<file path="src/rtl/pdm_interp_dac.sv">
// PCM-to-PDM audio output: 2-entry sample FIFO, linear interpolation across
// 2^INTERP_LOG2 clocks per sample, then a first-order error-feedback modulator.
module pdm_interp_dac #(
    parameter int N           = 16,
    parameter int INTERP_LOG2 = 4
) (
    input  logic         clk,
    input  logic         rst_n,
    input  logic [N-1:0] sample_in,
    input  logic         sample_valid,
    output logic         sample_ready,
    output logic         pdm_out,
    output logic [N-1:0] level,
    output logic         underrun
);
    localparam int AW = N + INTERP_LOG2;
    localparam logic [INTERP_LOG2-1:0] PHASE_LAST = '1;

    typedef enum logic {IDLE, RUN} state_t;

    state_t                 state_q, state_d;
    logic [N-1:0]           fifo_q [2];
    logic                   rd_ptr_q, wr_ptr_q;
    logic [1:0]             count_q, count_d;
    logic [INTERP_LOG2-1:0] phase_q, phase_d;
    logic [N-1:0]           prev_q, prev_d;
    logic [N-1:0]           cur_q, cur_d;
    logic [AW-1:0]          interp_acc_q, interp_acc_d;
    logic [N-1:0]           level_q, level_d;
    logic                   underrun_q, underrun_d;
    logic [N-1:0]           mod_acc_q;
    logic                   pdm_q;
    logic                   push, pop;
    logic [N-1:0]           head;
    logic [N:0]             diff;
    logic [AW-1:0]          diff_ext;
    logic [N:0]             mod_sum;

    assign sample_ready = (count_q != 2'd2);
    assign push         = sample_valid && sample_ready;
    assign head         = fifo_q[rd_ptr_q];

    // Per-clock slope of the ramp; may be negative, so it is sign-extended.
    assign diff     = {1'b0, cur_q} - {1'b0, prev_q};
    assign diff_ext = AW'($signed(diff));

    always_comb begin
        unique case ({push, pop})
            2'b10:   count_d = count_q + 2'd1;
            2'b01:   count_d = count_q - 2'd1;
            default: count_d = count_q;
        endcase
    end

    always_ff @(posedge clk or negedge rst_n) begin
        if (!rst_n) begin
            fifo_q[0] <= '0;
            fifo_q[1] <= '0;
            rd_ptr_q  <= 1'b0;
            wr_ptr_q  <= 1'b0;
            count_q   <= 2'd0;
        end else begin
            if (push) begin
                fifo_q[wr_ptr_q] <= sample_in;
                wr_ptr_q         <= ~wr_ptr_q;
            end
            if (pop) begin
                rd_ptr_q <= ~rd_ptr_q;
            end
            count_q <= count_d;
        end
    end

    always_comb begin
        state_d      = state_q;
        phase_d      = phase_q;
        prev_d       = prev_q;
        cur_d        = cur_q;
        interp_acc_d = interp_acc_q;
        level_d      = '0;
        underrun_d   = 1'b0;
        pop          = 1'b0;
        unique case (state_q)
            IDLE: begin
                if (count_q != 2'd0) begin
                    pop          = 1'b1;
                    prev_d       = head;
                    cur_d        = head;
                    interp_acc_d = {head, {INTERP_LOG2{1'b0}}};
                    phase_d      = '0;
                    state_d      = RUN;
                end
            end
            RUN: begin
                level_d = interp_acc_q[AW-1:INTERP_LOG2];
                phase_d = phase_q + 1'b1;
                // Reloading at the boundary keeps rounding error from carrying into the next period.
                if (phase_q == PHASE_LAST) begin
                    interp_acc_d = {cur_q, {INTERP_LOG2{1'b0}}};
                    prev_d       = cur_q;
                    if (count_q != 2'd0) begin
                        pop   = 1'b1;
                        cur_d = head;
                    end else begin
                        underrun_d = 1'b1;
                    end
                end else begin
                    interp_acc_d = interp_acc_q + diff_ext;
                end
            end
            default: state_d = IDLE;
        endcase
    end

    always_ff @(posedge clk or negedge rst_n) begin
        if (!rst_n) begin
            state_q      <= IDLE;
            phase_q      <= '0;
            prev_q       <= '0;
            cur_q        <= '0;
            interp_acc_q <= '0;
            level_q      <= '0;
            underrun_q   <= 1'b0;
        end else begin
            state_q      <= state_d;
            phase_q      <= phase_d;
            prev_q       <= prev_d;
            cur_q        <= cur_d;
            interp_acc_q <= interp_acc_d;
            level_q      <= level_d;
            underrun_q   <= underrun_d;
        end
    end

    // The carry out of the error accumulator is the output bit.
    assign mod_sum = {1'b0, mod_acc_q} + {1'b0, level_q};

    always_ff @(posedge clk or negedge rst_n) begin
        if (!rst_n) begin
            mod_acc_q <= '0;
            pdm_q     <= 1'b0;
        end else begin
            mod_acc_q <= mod_sum[N-1:0];
            pdm_q     <= mod_sum[N];
        end
    end

    assign pdm_out  = pdm_q;
    assign level    = level_q;
    assign underrun = underrun_q;

endmodule

</file>
<file path="config.mk">
export PLATFORM = sky130hd
export DESIGN_NAME = pdm_interp_dac
export DESIGN_NICKNAME = d
export VERILOG_FILES = /design/src/rtl/pdm_interp_dac.sv
export SDC_FILE = /design/constraint.sdc
export NUM_CORES = 1
export LEC_CHECK = 0
export BUFFER_PORTS_ARGS = -buffer_cell sky130_fd_sc_hd__buf_2
export CORE_ASPECT_RATIO = 1.75
export CORE_MARGIN = 5
export CORE_UTILIZATION = 55
export CTS_BUF_LIST = sky130_fd_sc_hd__clkbuf_8
export CTS_CLUSTER_DIAMETER = 100
export DETAILED_ROUTE_END_ITERATION = 10
export HOLD_SLACK_MARGIN = 0.12
export PLACE_DENSITY = 0.73
export SLEW_MARGIN = 10
export SYNTH_ARGS = -nofsm -noshare
export SYNTH_HDL_FRONTEND = slang
export SYNTH_SLANG_ARGS = --single-unit
</file>
<file path="constraint.sdc">
create_clock -name clk -period 10.6 [get_ports clk]
set_clock_uncertainty 0.05 [all_clocks]
set_input_delay 0 -clock clk [delete_from_list [all_inputs] [get_ports clk]]
set_output_delay 0 -clock clk [all_outputs]
set_load 0.05 [all_outputs]
</file>
# ---- Yosys cells after proc, flatten, opt, wreduce, memory -nomap -nowiden
# Cells that the tools add are included.
dict set report word_totals {
  reg_bits 127
  in_bits 19
  out_inout_bits 19
  word_cells 65
}
dict set report op_classes {
  addsub 6
  order_cmp 3
  n_eq_ne 6
  n_mux 26
  bitwise 5
  n_reduce_logical 5
}
# cell n
set ops {}
lappend ops {{$mux W16} 9}
lappend ops {{$pmux W16 S2} 2}
lappend ops {{$mux W20} 2}
lappend ops {{$pmux W20 S2} 1}
lappend ops {{$bwmux W32} 1}
lappend ops {{$add A20 B20 Y20} 1}
lappend ops {{$add A16 B16 Y17} 1}
lappend ops {{$sub A16 B16 Y17} 1}
lappend ops {{$demux W16 S1} 1}
lappend ops {{$pmux W4 S2} 1}
lappend ops {{$mux W1} 6}
lappend ops {{$add A4 B1 Y4 const B} 1}
lappend ops {{$eq A4 B4 Y1 const B} 1}
lappend ops {{$ge A2 B2 Y1 const B} 2}
lappend ops {{$mux W4} 1}
lappend ops {{$ne A2 B2 Y1 const B} 2}
lappend ops {{$not A1 Y2} 2}
lappend ops {{$pmux W2 S2} 1}
lappend ops {{$reduce_bool A2 Y1} 2}
lappend ops {{$not A1 Y1} 3}
lappend ops {{$add A2 B1 Y2 const B} 1}
lappend ops {{$eq A2 B1 Y1 const B} 1}
lappend ops {{$eq A2 B2 Y1 const B} 1}
lappend ops {{$logic_and A1 B1 Y1} 2}
lappend ops {{5 further kinds} 5}

# ---- Longest topological paths before layout
dict set report logic_depth {
  ltp_word 7
  mapped_depth 20
}

# ---- Worst setup path before layout
# Ideal clock, no wire load.
dict set report synth_path {
  kind {flip-flop to flip-flop}
  startpoint {reg cur_q[0]}
  endpoint {reg interp_acc_q[17]}
  setup_time_ps 126
  arrival_ps 3688
  required_ps 10424
  setup_slack_ps 6736
  path_stages_with_launch 19
  path_buffers 0
  synth_period_minus_slack_ps 3864
  cell_sequence {dfrtp_1 -> inv_1 -> ha_1 -> fa_1 -> nand2b_1 -> a21oi_1 -> o41ai_1 -> o21bai_1 -> a21oi_1 -> xnor2_1 -> ha_1 -> nand2_1 -> nor3_1 -> a221oi_1 -> o21ai_0 -> a221oi_1 -> xnor2_1 -> a221oi_1 -> nor2_1}
}
dict set report synth_via {
  elab_chain_len 4
}
# element line
set synth_lines {}
lappend synth_lines {{start, declared} 27} ;# logic [N-1:0] cur_q, cur_d;
lappend synth_lines {{start signal, assigned} 128} ;# cur_q <= cur_d;
lappend synth_lines {{$sub A16 B16 Y17} 44} ;# assign diff = {1'b0, cur_q} - {1'b0, prev_q};
lappend synth_lines {{$add A20 B20 Y20} 108} ;# interp_acc_d = interp_acc_q + diff_ext;
lappend synth_lines {{$mux W20} 98} ;# if (phase_q == PHASE_LAST) begin
lappend synth_lines {{$pmux W20 S2} 83} ;# unique case (state_q)
lappend synth_lines {{end signal, assigned} 129} ;# interp_acc_q <= interp_acc_d;
lappend synth_lines {{end, declared} 28} ;# logic [AW-1:0] interp_acc_q, interp_acc_d;
# Every way passes these cells.
# A chain may end at the register's enable or synchronous reset.

# ---- Worst setup path after layout
# Ends and elaborated chain as after synthesis.

==> reports/metrics.yaml <==
drv_cap: 0
grt_max_degree: 74
yosys_warning_total: 0
antenna_cells: 0
synthDistinctLibCells: 52
clock_slew_seen_by_the_registers_of_the_worst_setup_and_hold_paths_ps: 70
run_status: "complete, no violations"
worstSkewPairLatency_ps: 440
io_pins: 38
dr_total_vias: 5670
clockRootBuffer: "sky130_fd_sc_hd__clkbuf_8"
grt.total_usage: 0.211
numCtsBuffers: 17
timing_max_transition_violations_final: 0
die-width_um: 96.8
synth.area.top_cells: "sky130_fd_sc_hd__dfrtp_1 44%, sky130_fd_sc_hd__ha_1 9.8%, sky130_fd_sc_hd__a21oi_1 5.9%, sky130_fd_sc_hd__mux2_2 5.0%, sky130_fd_sc_hd__nor2_1 4.5%"
cts_setup_buffers: 0
synth_seq_area_share: 0.438
length_of_the_first_detailed_routing_pass_in_iterations: 5
count_of_flip_flops_with_a_built_in_enable_after_synthesis: 0
final-seq-area_mm2: 0.00318
wire_length_of_the_first_global_routing_pass_um: 27000
fp-row-count: 55
ctsLongestPathBuffers: 2
globalplace.congestion: 0.891
initial_antenna_violation_count: 0
via_per_inst: 5.76
synth_seq_cells: 127
number_of_global_route_vias_before_repair: 5846
grt_remaining_overflow: 0
leading_cell_types_in_the_layout_fill_and_taps_excluded: "126 x sky130_fd_sc_hd__dfrtp_1, 86 x sky130_fd_sc_hd__a21oi_1, 85 x sky130_fd_sc_hd__nor2_1, 57 x sky130_fd_sc_hd__ha_1, 48 x sky130_fd_sc_hd__nand2_1"
initial_core_utilization: 0.560
dieHeight_um: 162
fin_nets: 880
setup.worst_path.start_class: "flip-flop"
final_design_area_no_fill_mm2: 0.00826
wl_per_cell_um: 15.9
cp_data_arrival_time_ps: 5020
placement.cell_area_mm2: 0.00760
post_cts_resize_count: 0
filler_cell_count: 1105
hold_viol: 0
required_ps: 10870
ys_dominant_reg_cell: "sky130_fd_sc_hd__dfrtp_1"
final_common_cell: "sky130_fd_sc_hd__dfrtp_1"
number_of_antenna_violating_nets_in_the_routed_design: 0
placement.setup.worst_slack_ps: 5970
syn_area_mm2: 0.00725
synth_fp_nets: 825
setup_viol_count_final: 0
dp_hpwl_um: 11500
fin_setup_tns_ps: 0
post_synth_inst_count: 746
worstMarginPinSlew_ps: 960
slew_headroom: 0.352
residual_drc_count: 0
hp-class: "primary input to flip-flop"
layout-drive-gt1-share: 0.139
initialDrtViolationCount: 177
fmaxAchievable_mhz: 211
critical_path.max_fanout: 4
detail_route.wirelength_um: 15600
clock_tree_from_tritoncts: "done"
port-buffer-count: 37
cts.htree.levels: 4
syn_area_per_cell_um2: 9.72
yosysTopAreaCell: "sky130_fd_sc_hd__dfrtp_1"
finalCriticalPeriod_ps: 4740
post-route-period-util: 0.447
placeableCoreArea_mm2: 0.0129
critPathCaptureType: "flip-flop"
synth_top_area_frac: 0.438
multi_input_area_mm2: 0.00382
final_critical_path_setup_slack_ps: 5860
area_delta_synth_final_pct: 13.9
grt_setup_unrepaired: "false"
worstSetupPathType: "flip-flop to flip-flop"
postSynth.asyncResetShare: 1.00
fp.dieArea_mm2: 0.0157
tritoncts_num_sinks: 127
[synthesized netlist by cell type (8+ instances only)]
| cell type | n |
|---|---|
| sky130_fd_sc_hd__a21oi_1 | 86 |
| sky130_fd_sc_hd__xor2_1 | 20 |
| sky130_fd_sc_hd__mux2_2 | 32 |
| sky130_fd_sc_hd__nand3_1 | 14 |
| sky130_fd_sc_hd__o21ai_0 | 38 |
| sky130_fd_sc_hd__o21bai_1 | 8 |
| sky130_fd_sc_hd__dfrtp_1 | 127 |
| sky130_fd_sc_hd__a221oi_1 | 14 |
| sky130_fd_sc_hd__nor2_1 | 86 |
| sky130_fd_sc_hd__clkbuf_1 | 24 |
| sky130_fd_sc_hd__and2_1 | 16 |
| sky130_fd_sc_hd__xnor2_1 | 29 |
| sky130_fd_sc_hd__a21o_1 | 11 |
| sky130_fd_sc_hd__mux2i_1 | 16 |
| sky130_fd_sc_hd__nand2_1 | 48 |
| sky130_fd_sc_hd__inv_1 | 42 |
| sky130_fd_sc_hd__ha_1 | 57 |
[cell families after synthesis]
logic type | after synthesis | synth area share
and+or+nand+nor | 198 | 0.123
AOI/OAI and AO/OA | 195 | 0.165
DFF | 127 | 0.438
buffers and inverters | 69 | 0.0357
adders and majority gates | 60 | 0.107
xor gates and xnor gates | 49 | 0.0592
muxes | 48 | 0.0718
[area by class of cell]
cell class                 count  share of cell area
inverter                      43              0.0195
timing repair buffer          62              0.0515
multi-input combinational    550               0.462
clock buffer                  20              0.0333
clock inverter                12              0.0230
tap                          171              0.0259
sequential                   127               0.385
[worst paths after layout]
path,from,end,slack (ps),cells past startpoint
worst min-delay path,sample_in[12],fifo_q[12],280,3
worst max register to register,cur_q[0],interp_acc_q[17],5860,18
min in group asynchronous,rst_n,level[7],560,3
worst max-delay path,cur_q[0],interp_acc_q[17],5860,18
max in group asynchronous,rst_n,mod_acc_q[10],8380,4
worst min register to register,mod_acc_q[0],mod_acc_q[0],420,1
[sequential cells by signal (all words and copies together) (netlist names), 2 cells and up]
name,cells
phase_q,4
mod_acc_q,16
cur_q,16
count_q,2
interp_acc_q,20
prev_q,16
fifo_q,32
level,16
[critical path: stages, from the launching register on]
cell and delay [ps]:
sky130_fd_sc_hd__dfrtp_1 420, sky130_fd_sc_hd__inv_1 70, sky130_fd_sc_hd__ha_1 180, sky130_fd_sc_hd__fa_1 210, sky130_fd_sc_hd__nand2b_1 140, sky130_fd_sc_hd__a21oi_1 100
sky130_fd_sc_hd__o41ai_1 850, sky130_fd_sc_hd__o21bai_1 130, sky130_fd_sc_hd__a21oi_1 260, sky130_fd_sc_hd__xnor2_1 180, sky130_fd_sc_hd__ha_1 310, sky130_fd_sc_hd__nand2_1 130
sky130_fd_sc_hd__nor3_1 70, sky130_fd_sc_hd__a221oi_1 460, sky130_fd_sc_hd__o21ai_0 300, sky130_fd_sc_hd__a221oi_1 350, sky130_fd_sc_hd__xnor2_1 100, sky130_fd_sc_hd__a221oi_1 250
sky130_fd_sc_hd__nor2_1 70
[metrics by stage]
step / util / std cells / hold WS [ps]
after floorplan: - / 746 / -346
after global placement: 0.587 / 933 / 35.6
after detailed placement: 0.587 / 933 / 41.4
after CTS: 0.639 / 985 / 263
after global routing: 0.639 / 985 / 283
final: 0.639 / 985 / 284
[per-layer routing]
layer / track usage / vias to the layer above / part of all wire
li1: - / 2730 / -
met1: 0.232 / 2754 / 0.39
met2: 0.388 / 151 / 0.54
met3: 0.0352 / 35 / 0.039
met4: 0.104 / 0 / 0.033
met5: 0 / - / 0
[what timing repair did]
action	4_1_cts	5_1_grt
setup endpoints to repair	0	0
endpoints found under the hold margin	88	0
hold buffers	20	0
Power is not shown: default switching activity piles up to over one toggle a cycle in this logic, so the estimate is an artifact.
